`config.mk`:
```
export PLATFORM = sky130hd
export DESIGN_NAME = cam_luma_capture
export DESIGN_NICKNAME = d
export VERILOG_FILES = /design/src/rtl/cam_capture_pkg.sv /design/src/rtl/rgb565_to_luma.sv /design/src/rtl/cam_luma_capture.sv
export SDC_FILE = /design/constraint.sdc
export NUM_CORES = 1
export LEC_CHECK = 0
export CELL_PAD_IN_SITES_DETAIL_PLACEMENT = 0
export CELL_PAD_IN_SITES_GLOBAL_PLACEMENT = 1
export CORE_MARGIN = 2
export CORE_UTILIZATION = 35
export CTS_CLUSTER_DIAMETER = 120
export CTS_CLUSTER_SIZE = 10
export DETAILED_ROUTE_END_ITERATION = 12
export GPL_ROUTABILITY_DRIVEN = 0
export PLACE_DENSITY_LB_ADDON = 0.1
export SLEW_MARGIN = 20
export SYNTH_ARGS = -nofsm -noshare
export SYNTH_HDL_FRONTEND = slang
export SYNTH_SLANG_ARGS = --single-unit
```
`constraint.sdc`:
```
create_clock -name PIXCLK -period 4.5 [get_ports PIXCLK]
set_clock_uncertainty 0.2 [all_clocks]
set_input_delay 0.675 -clock PIXCLK [delete_from_list [all_inputs] [get_ports PIXCLK]]
set_output_delay 0.675 -clock PIXCLK [all_outputs]
set_load 0.02 [all_outputs]
```
`src/rtl/cam_capture_pkg.sv`:
```
// cam_capture_pkg: capture FSM state type, luma weights and default frame geometry
// shared by cam_luma_capture and rgb565_to_luma.
package cam_capture_pkg;

  typedef enum logic [1:0] {
    S_IDLE = 2'd0,
    S_SYNC = 2'd1,
    S_CAPT = 2'd2,
    S_DONE = 2'd3
  } cap_state_e;

  localparam logic [15:0] LUMA_CR = 16'd77;
  localparam logic [15:0] LUMA_CG = 16'd150;
  localparam logic [15:0] LUMA_CB = 16'd29;

  localparam int DEF_SRC_W = 320;
  localparam int DEF_SRC_H = 240;
  localparam int DEF_DECIM = 1;

endpackage

```
`src/rtl/rgb565_to_luma.sv`:
```
// rgb565_to_luma: two-stage RGB565 -> 8-bit luma converter.
// CAM_LUMA_WEIGHTED_EN selects weighted luma; otherwise luma is the expanded green channel.
module rgb565_to_luma
  import cam_capture_pkg::*;
(
  input  logic        clk,
  input  logic        rst_n,
  input  logic [15:0] pix_i,
  output logic [7:0]  luma_o
);

  logic [7:0] g8;
  logic [7:0] luma_q;

  assign g8     = {pix_i[10:5], pix_i[10:9]};
  assign luma_o = luma_q;

`ifdef CAM_LUMA_WEIGHTED_EN
  logic [7:0]  r8, b8;
  logic [15:0] pr_q, pg_q, pb_q;
  logic [15:0] sum;
  logic        unused_sum;

  assign r8 = {pix_i[15:11], pix_i[15:13]};
  assign b8 = {pix_i[4:0], pix_i[4:2]};
  // Weights total 256, so the sum of three weighted 8-bit channels fits 16 bits.
  assign sum        = pr_q + pg_q + pb_q;
  assign unused_sum = ^sum[7:0];

  always_ff @(posedge clk or negedge rst_n) begin
    if (!rst_n) begin
      pr_q   <= '0;
      pg_q   <= '0;
      pb_q   <= '0;
      luma_q <= '0;
    end else begin
      pr_q   <= LUMA_CR * {8'h00, r8};
      pg_q   <= LUMA_CG * {8'h00, g8};
      pb_q   <= LUMA_CB * {8'h00, b8};
      luma_q <= sum[15:8];
    end
  end
`else
  logic [7:0] g_q;
  logic       unused_rb;

  assign unused_rb = ^{pix_i[15:11], pix_i[4:0]};

  always_ff @(posedge clk or negedge rst_n) begin
    if (!rst_n) begin
      g_q    <= '0;
      luma_q <= '0;
    end else begin
      g_q    <= g8;
      luma_q <= g_q;
    end
  end
`endif

endmodule

```
`src/rtl/cam_luma_capture.sv`:
```
// cam_luma_capture: captures RGB565 byte pairs from a VSYNC/HREF camera, decimates by 2**DECIM
// and writes 8-bit luma to a frame buffer. Define CAM_LUMA_WEIGHTED_EN for weighted luma.
module cam_luma_capture
  import cam_capture_pkg::*;
#(
  parameter int SRC_W = DEF_SRC_W,
  parameter int SRC_H = DEF_SRC_H,
  parameter int DECIM = DEF_DECIM
) (
  input  logic        PIXCLK,
  input  logic        reset_n,
  input  logic        enable,
  input  logic        VSYNC,
  input  logic        HREF,
  input  logic [9:0]  PIXDATA,
  output logic        wr_en,
  output logic [14:0] wr_addr,
  output logic [7:0]  wr_data,
  output logic        frame_done,
  output logic        frame_err,
  output logic        busy
);

  localparam logic [15:0] SRC_W16  = 16'(SRC_W);
  localparam logic [15:0] SRC_H16  = 16'(SRC_H);
  localparam logic [15:0] DEC_MASK = 16'((1 << DECIM) - 1);
  localparam logic [31:0] DST_W32  = 32'(SRC_W >> DECIM);

  cap_state_e  state_q, state_d;
  logic        vsync_q, href_q, phase_q;
  logic [7:0]  hi_q;
  logic [15:0] col_q, line_q;
  logic [15:0] pix_q;
  logic [14:0] addr0_q, addr1_q, addr2_q;
  logic        vld0_q, vld1_q, vld2_q;
  logic [1:0]  done_q;
  logic        err_q;
  logic        vsync_rise, vsync_fall, href_rise, href_fall;
  logic        frame_start, capt, keep_d;
  logic [31:0] addr_full;
  logic        unused_bits;

  assign vsync_rise  = VSYNC & ~vsync_q;
  assign vsync_fall  = ~VSYNC & vsync_q;
  assign href_rise   = HREF & ~href_q;
  assign href_fall   = ~HREF & href_q;
  assign frame_start = (state_q == S_SYNC) && vsync_rise;
  assign capt        = (state_q == S_CAPT);

  // The byte that arrives with an HREF rise is always a high byte, so it never completes a pixel.
  assign keep_d = capt && HREF && !href_rise && phase_q &&
                  (col_q < SRC_W16) && (line_q < SRC_H16) &&
                  ((col_q & DEC_MASK) == '0) && ((line_q & DEC_MASK) == '0);

  assign addr_full   = {16'h0000, line_q >> DECIM} * DST_W32 + {16'h0000, col_q >> DECIM};
  assign unused_bits = ^{PIXDATA[1:0], addr_full[31:15]};

  always_comb begin
    state_d = state_q;
    case (state_q)
      S_IDLE: if (enable) state_d = S_SYNC;
      S_SYNC: begin
        if (!enable)         state_d = S_IDLE;
        else if (vsync_rise) state_d = S_CAPT;
      end
      S_CAPT: if (vsync_fall) state_d = S_DONE;
      S_DONE: state_d = enable ? S_SYNC : S_IDLE;
      default: state_d = S_IDLE;
    endcase
  end

  always_ff @(posedge PIXCLK or negedge reset_n) begin
    if (!reset_n) state_q <= S_IDLE;
    else          state_q <= state_d;
  end

  always_ff @(posedge PIXCLK or negedge reset_n) begin
    if (!reset_n) begin
      vsync_q <= 1'b0;
      href_q  <= 1'b0;
      phase_q <= 1'b0;
      hi_q    <= '0;
      col_q   <= '0;
      line_q  <= '0;
    end else begin
      vsync_q <= VSYNC;
      href_q  <= HREF;
      if (frame_start) begin
        col_q   <= '0;
        line_q  <= '0;
        phase_q <= 1'b0;
      end else if (capt) begin
        if (href_fall) begin
          line_q  <= line_q + 16'd1;
          col_q   <= '0;
          phase_q <= 1'b0;
        end else if (HREF) begin
          if (href_rise || !phase_q) begin
            hi_q    <= PIXDATA[9:2];
            phase_q <= 1'b1;
          end else begin
            col_q   <= col_q + 16'd1;
            phase_q <= 1'b0;
          end
        end
      end
    end
  end

  // frame_done rides the same two-cycle delay as the pixel path so a pixel completed on the
  // closing VSYNC edge is written in the frame_done cycle.
  always_ff @(posedge PIXCLK or negedge reset_n) begin
    if (!reset_n) begin
      pix_q   <= '0;
      addr0_q <= '0;
      addr1_q <= '0;
      addr2_q <= '0;
      vld0_q  <= 1'b0;
      vld1_q  <= 1'b0;
      vld2_q  <= 1'b0;
      done_q  <= '0;
      err_q   <= 1'b0;
    end else begin
      vld0_q <= keep_d;
      vld1_q <= vld0_q;
      vld2_q <= vld1_q;
      if (keep_d) begin
        pix_q   <= {hi_q, PIXDATA[9:2]};
        addr0_q <= addr_full[14:0];
      end
      addr1_q <= addr0_q;
      addr2_q <= addr1_q;
      done_q  <= {done_q[0], state_q == S_DONE};
      if ((state_q == S_DONE) && (line_q != SRC_H16)) err_q <= 1'b1;
      else if (frame_start)                           err_q <= 1'b0;
    end
  end

  rgb565_to_luma u_luma (
    .clk   (PIXCLK),
    .rst_n (reset_n),
    .pix_i (pix_q),
    .luma_o(wr_data)
  );

  assign wr_en      = vld2_q;
  assign wr_addr    = addr2_q;
  assign frame_done = done_q[1];
  assign frame_err  = err_q;
  assign busy       = (state_q == S_SYNC) || (state_q == S_CAPT);

endmodule

```
# Word level (Yosys, flattened, before mapping)
# Index checks and enable logic that the tools add are counted.
[word_totals]
reg_bits = 118
in_bits = 15
elab_cells = 88
[op_classes]
n_mul = 1
n_eq_ne = 8
n_addsub = 3
n_mux = 21
n_reduce_logical = 25
bitwise = 10
magnitude_cmp = 2
[op_table]
columns = ["op", "count"]
rows = [
  ["$mux 16", 8],
  ["$add 16x1->16 const B", 2],
  ["$logic_not 16->1", 2],
  ["$lt 16x8->1 const B", 1],
  ["$lt 16x9->1 const B", 1],
  ["$ne 16x8->1 const B", 1],
  ["$add 15x15->15", 1],
  ["$mul 15x3->10 const B", 1],
  ["$logic_and 1x1->1", 9],
  ["$mux 1", 8],
  ["$mux 2", 4],
  ["$pmux 2 s4", 1],
  ["$ne 3x3->1 const B", 2],
  ["$not 1->1", 6],
  ["$reduce_and 3->1", 2],
  ["$reduce_bool 2->1", 3],
  ["$reduce_and 5->1", 1],
  ["$and 1x1->1", 4],
  ["$eq 2x2->1 const B", 2],
  ["$ne 2x2->1 const B", 2],
  ["$reduce_and 2->1", 2],
  ["$reduce_bool 3->1", 1],
  ["$eq 2x1->1 const B", 1],
  ["$logic_not 1->1", 2],
  ["other kinds (2)", 3],
]

# Longest topological paths before layout
[logic_depth]
depth_word = 9
mapped_depth = 12
depth_no_buf = 12

# Modules after synthesis
# A second synthesis with hierarchy kept.
[unflattened]
hier_cells = 484
area_unflattened_um2 = 5300.1
[by_module_without_submodules]
columns = ["mod", "instances", "area_each_um2", "cells_each", "seq_area_each_um2"]
rows = [
  ["cam_luma_capture", 1, 4984.8, 470, 2802.7],
  ["rgb565_to_luma", 1, 315.3, 14, 300.3],
]

# Least setup slack after synthesis
# No wires, ideal clock.
[synth_timing]
kind = "reg2reg"
from = "register line_q[3]"
to = "register addr0_q[14]"
path_buffers = 0
arrival_time_ns = 2.847
period_less_slack_ns = 3.173
setup_time_ns = 0.125
setup_slack_ns = 1.327
required_ns = 4.175
path_stages_with_launch = 12
cell_sequence = "dfrtp_1 > ha_1 > ha_1 > a21o_1 > a21oi_1 > xnor2_1 > ha_1 > a211o_1 > o21ai_0 > o21ai_0 > xnor2_1 > mux2_4"
[synth_via]
elab_chain_cells = 4
[synth_rtl]
columns = ["item", "line_no", "text"]
rows = [
  ["start, declared", "cam_luma_capture.sv:32", "logic [15:0] col_q, line_q;"],
  ["start signal, assigned", "cam_luma_capture.sv:94", "line_q <= line_q + 16'd1;"],
  ["parallel branches: the longest is 4 deep, another holds $mul 15x3->10", "--", ""],
  ["end signal, assigned", "cam_luma_capture.sv:129", "addr0_q <= addr_full[14:0];"],
  ["end, declared", "cam_luma_capture.sv:34", "logic [14:0] addr0_q, addr1_q, addr2_q;"],
]
# Several ways; the timed one is not identified.
# A chain may end at the register's enable or synchronous reset.

# Worst setup path after layout
# Ends and elaborated chain as after synthesis.

==> key figures <==
Floorplanning
  – Die Area: 14500 sq um
  – Ports: 42
  – Die X: 120 um
  – Initial Util: 35.8%
  – Row count: 42
  – Area of the core: 13200 sq um
  – Chip height: 120 um

Pwr
  – Flop pwr share: 49.6%
  – Peak VDD IR: 264 uV
  – Combinational power share: 15.6%
  – Switching Share: 27.4%
  – NetSw: 0.635 mW
  – PwrDens: 413 nW/um^2
  – Leakage: 2.77 nW
  – Clock power share: 34.7%
  – Internal: 1.69 mW

Critical path
  – Setup crit start kind: flop
  – Worst EP required: 4530 ps
  – Crit Path Category: reg -> reg
  – WP data arrival: 3430 ps
  – CP peak stage delay: 450 ps
  – Crit-path most repeated cell: ha_1
  – CP Capture Type: flop
  – Worst path bufs/invs: 0
  – Max FO, Critical Path: 6
  – Slowest CP cell: dfrtp_1
  – CP delay by family, top: compound AO/OA/AOI/OAI gates
  – Crit path cell chain: ha_1 > ha_1 > a21o_1 > a21oi_1 > xnor2_1 > ha_1 > a211o_1 > o21ai_0 > o21ai_0 > xnor2_1 > mux2_4

Timing
  – Max Fclk: 294 MHz
  – Minimum clock period: 3400 ps
  – Crit share post-route: 75.5%
  – Hold Vio Cnt, Final: 0
  – Final setup margin: 1100 ps
  – Slew HR: 32.1%
  – RSZ-0062 raised after global routing: no
  – Slew Limit Fails: 0
  – Setup Viol. Count Final: 0
  – Setup TNS: 0 ps
  – Slew @ Worst Pin: 1010 ps

Clock tree
  – Worst skew pair latency: 350 ps
  – Clk pin slew, worst setup/hold paths: 70 ps
  – CTS max path bufs: 2
  – Hold buffer count at cts: 0
  – CTS tree: done
  – TritonCTS Buffers: 9
  – H-tree Lvls: 3
  – CTS Root Cell: clkbuf_16
  – Post-cts resize count: 0
  – Post-CTS setup buffers: 0
  – Clk sinks: 109

Global route
  – Vias in the first global route: 3084
  – Pin count of the biggest net entering global routing: 38
  – Global route overflow: 0
  – Global-route wire length before repair: 15200 um
  – Antenna violations before repair: 0
  – All-layer global routing usage: 13.4%

Synth
  – Syn Inst Count: 427
  – Register area share after synthesis: 57.5%
  – Post-synth EDFFs: 0
  – Syn_area_per_cell: 11.1 sq um
  – Synth Register Bits: 109
  – Net Count, Synth: 474
  – Ys async rst share: 100%
  – Ys flop type: dfrtp_1
  – Synth Warn #: 0
  – Cell variety after synth: 45
  – Cell Area, Synth: 4750 sq um

Cells and area
  – Nets: 515
  – Area delta synth->final: 18.4%
  – Share of layout cells above drive strength 1: 6.14%
  – Antenna diodes: 0

Routing
  – Vias/cell: 4.80
  – DRT iter0 DRCs: 128
  – Post-DRT Antenna Nets: 0
  – Residual DRC: 0
  – DRT Wirelength: 8700 um
  – Via count: 3109
  – Routed WL per cell: 13.4 um
  – DR pass1 iterations: 4

Flow run
  – Max_cap viols: 0

Hold path
  – Hold Crit Class: in -> async

Status
  – Status: complete, no violations

Placement
  – IO buf count: 37
  – Pre-CTS setup slack: 1090 ps
  – Post-detail-place hpwl: 6100 um
through the flow:
step | total power, mW | area [sq um] | hold WS, ps | util (%) | std cells
after floorplan | 1.38 | 4750 | 131 | - | 427
after global placement | 1.53 | 5320 | 132 | 40.2 | 633
after detailed placement | 1.54 | 5320 | 135 | 40.2 | 633
after CTS | 2.36 | 5620 | 76.2 | 42.4 | 648
after global routing | 2.47 | 5620 | 98.0 | 42.4 | 648
final | 2.32 | 5620 | 67.8 | 42.4 | 648
path summary, 6_finish.rpt:
check	from	end	slack, ps	depth (start not counted)
max reg2reg	line_q[3]	addr0_q[14]	1100	11
max in group asynchronous	reset_n	line_q[6]	3150	2
max	line_q[3]	addr0_q[14]	1100	11
min reg2reg	addr1_q[10]	wr_addr[10]	150	0
min in group PIXCLK	addr1_q[10]	wr_addr[10]	150	0
min	reset_n	u_luma.g_q[4]	70	1
placed cells by master (no fill, tap or decap), types with 9 or more instances in the layout:
cell               n
a21oi_1           14
clkbuf_16          9
clkdlybuf4s50_1   36
dfrtp_1          109
ha_1              30
inv_1             12
nand2_1           67
nand3_1           11
nor2_1            35
o21ai_0           22
xnor2_1           16
xor2_1            21
power groups by stage:
| stage | clock, mW | combinational, mW | sequential, mW |
|---|---|---|---|
| 5_1_grt | 0.881 | 0.414 | 1.17 |
| 3_3_place_gp | 0 | 0.365 | 1.17 |
| 2_1_floorplan | 0 | 0.195 | 1.19 |
| 6_report | 0.806 | 0.363 | 1.15 |
| 4_1_cts | 0.835 | 0.372 | 1.15 |
| 3_5_place_dp | 0 | 0.369 | 1.17 |
flip-flops by register name (all words and copies together) (netlist names), named ones only:
name	flops
addr0_q	15
addr1_q	15
col_q	16
done_q	2
frame_err	1
hi_q	3
href_q	1
line_q	16
phase_q	1
pix_q	6
state_q	1
u_luma.g_q	6
u_luma.luma_o	6
vld0_q	1
vld1_q	1
vsync_q	1
wr_addr	15
wr_en	1
area by class of cell:
type | instances | area, sq um
clock buffers | 9 | 225
clock inverters | 6 | 77.6
fillers | 1325 | 7620
inverters | 12 | 45.0
multi-input cells | 293 | 1910
flip-flops and latches | 109 | 2730
well taps | 176 | 220
repair buffers | 43 | 413
metal layers:
layer,GRT usage [%],share of wire (%),up-vias
met5,0,0,-
li1,-,-,1542
met4,6.40,2.2,0
met1,18.5,50,1517
met2,20.3,46,37
met3,2.50,2.4,13
logic make-up (layout without fill, tap and decap cells):
group	count (synthesis)	in the layout	share of synthesized area, %
xor+xnor	37	37	6.83
flops	109	109	57.5
fa+ha+maj	32	32	8.75
compound gates	66	66	8.28
simple gates	153	153	15.1
buf+inv	25	70	2.24
mux	5	5	1.34
cells in the mapped netlist, drive strengths merged, types with 4 or more instances:
cell / number / area share, %
nand2: 67 / 5.3
dfrtp: 109 / 57
ha: 30 / 7.9
buf: 6 / 0.74
a21oi: 14 / 1.5
and4: 4 / 0.74
clkbuf: 7 / 0.55
nand3: 11 / 1.2
o21ai: 29 / 3.1
xnor2: 16 / 3.0
nand2b: 4 / 0.53
nand4: 4 / 0.53
inv: 12 / 0.95
or4: 4 / 0.63
mux2: 5 / 1.3
xor2: 21 / 3.9
nor2: 35 / 2.8
and3: 7 / 0.92
No activity file was read; power rests on OpenSTA's default activity.
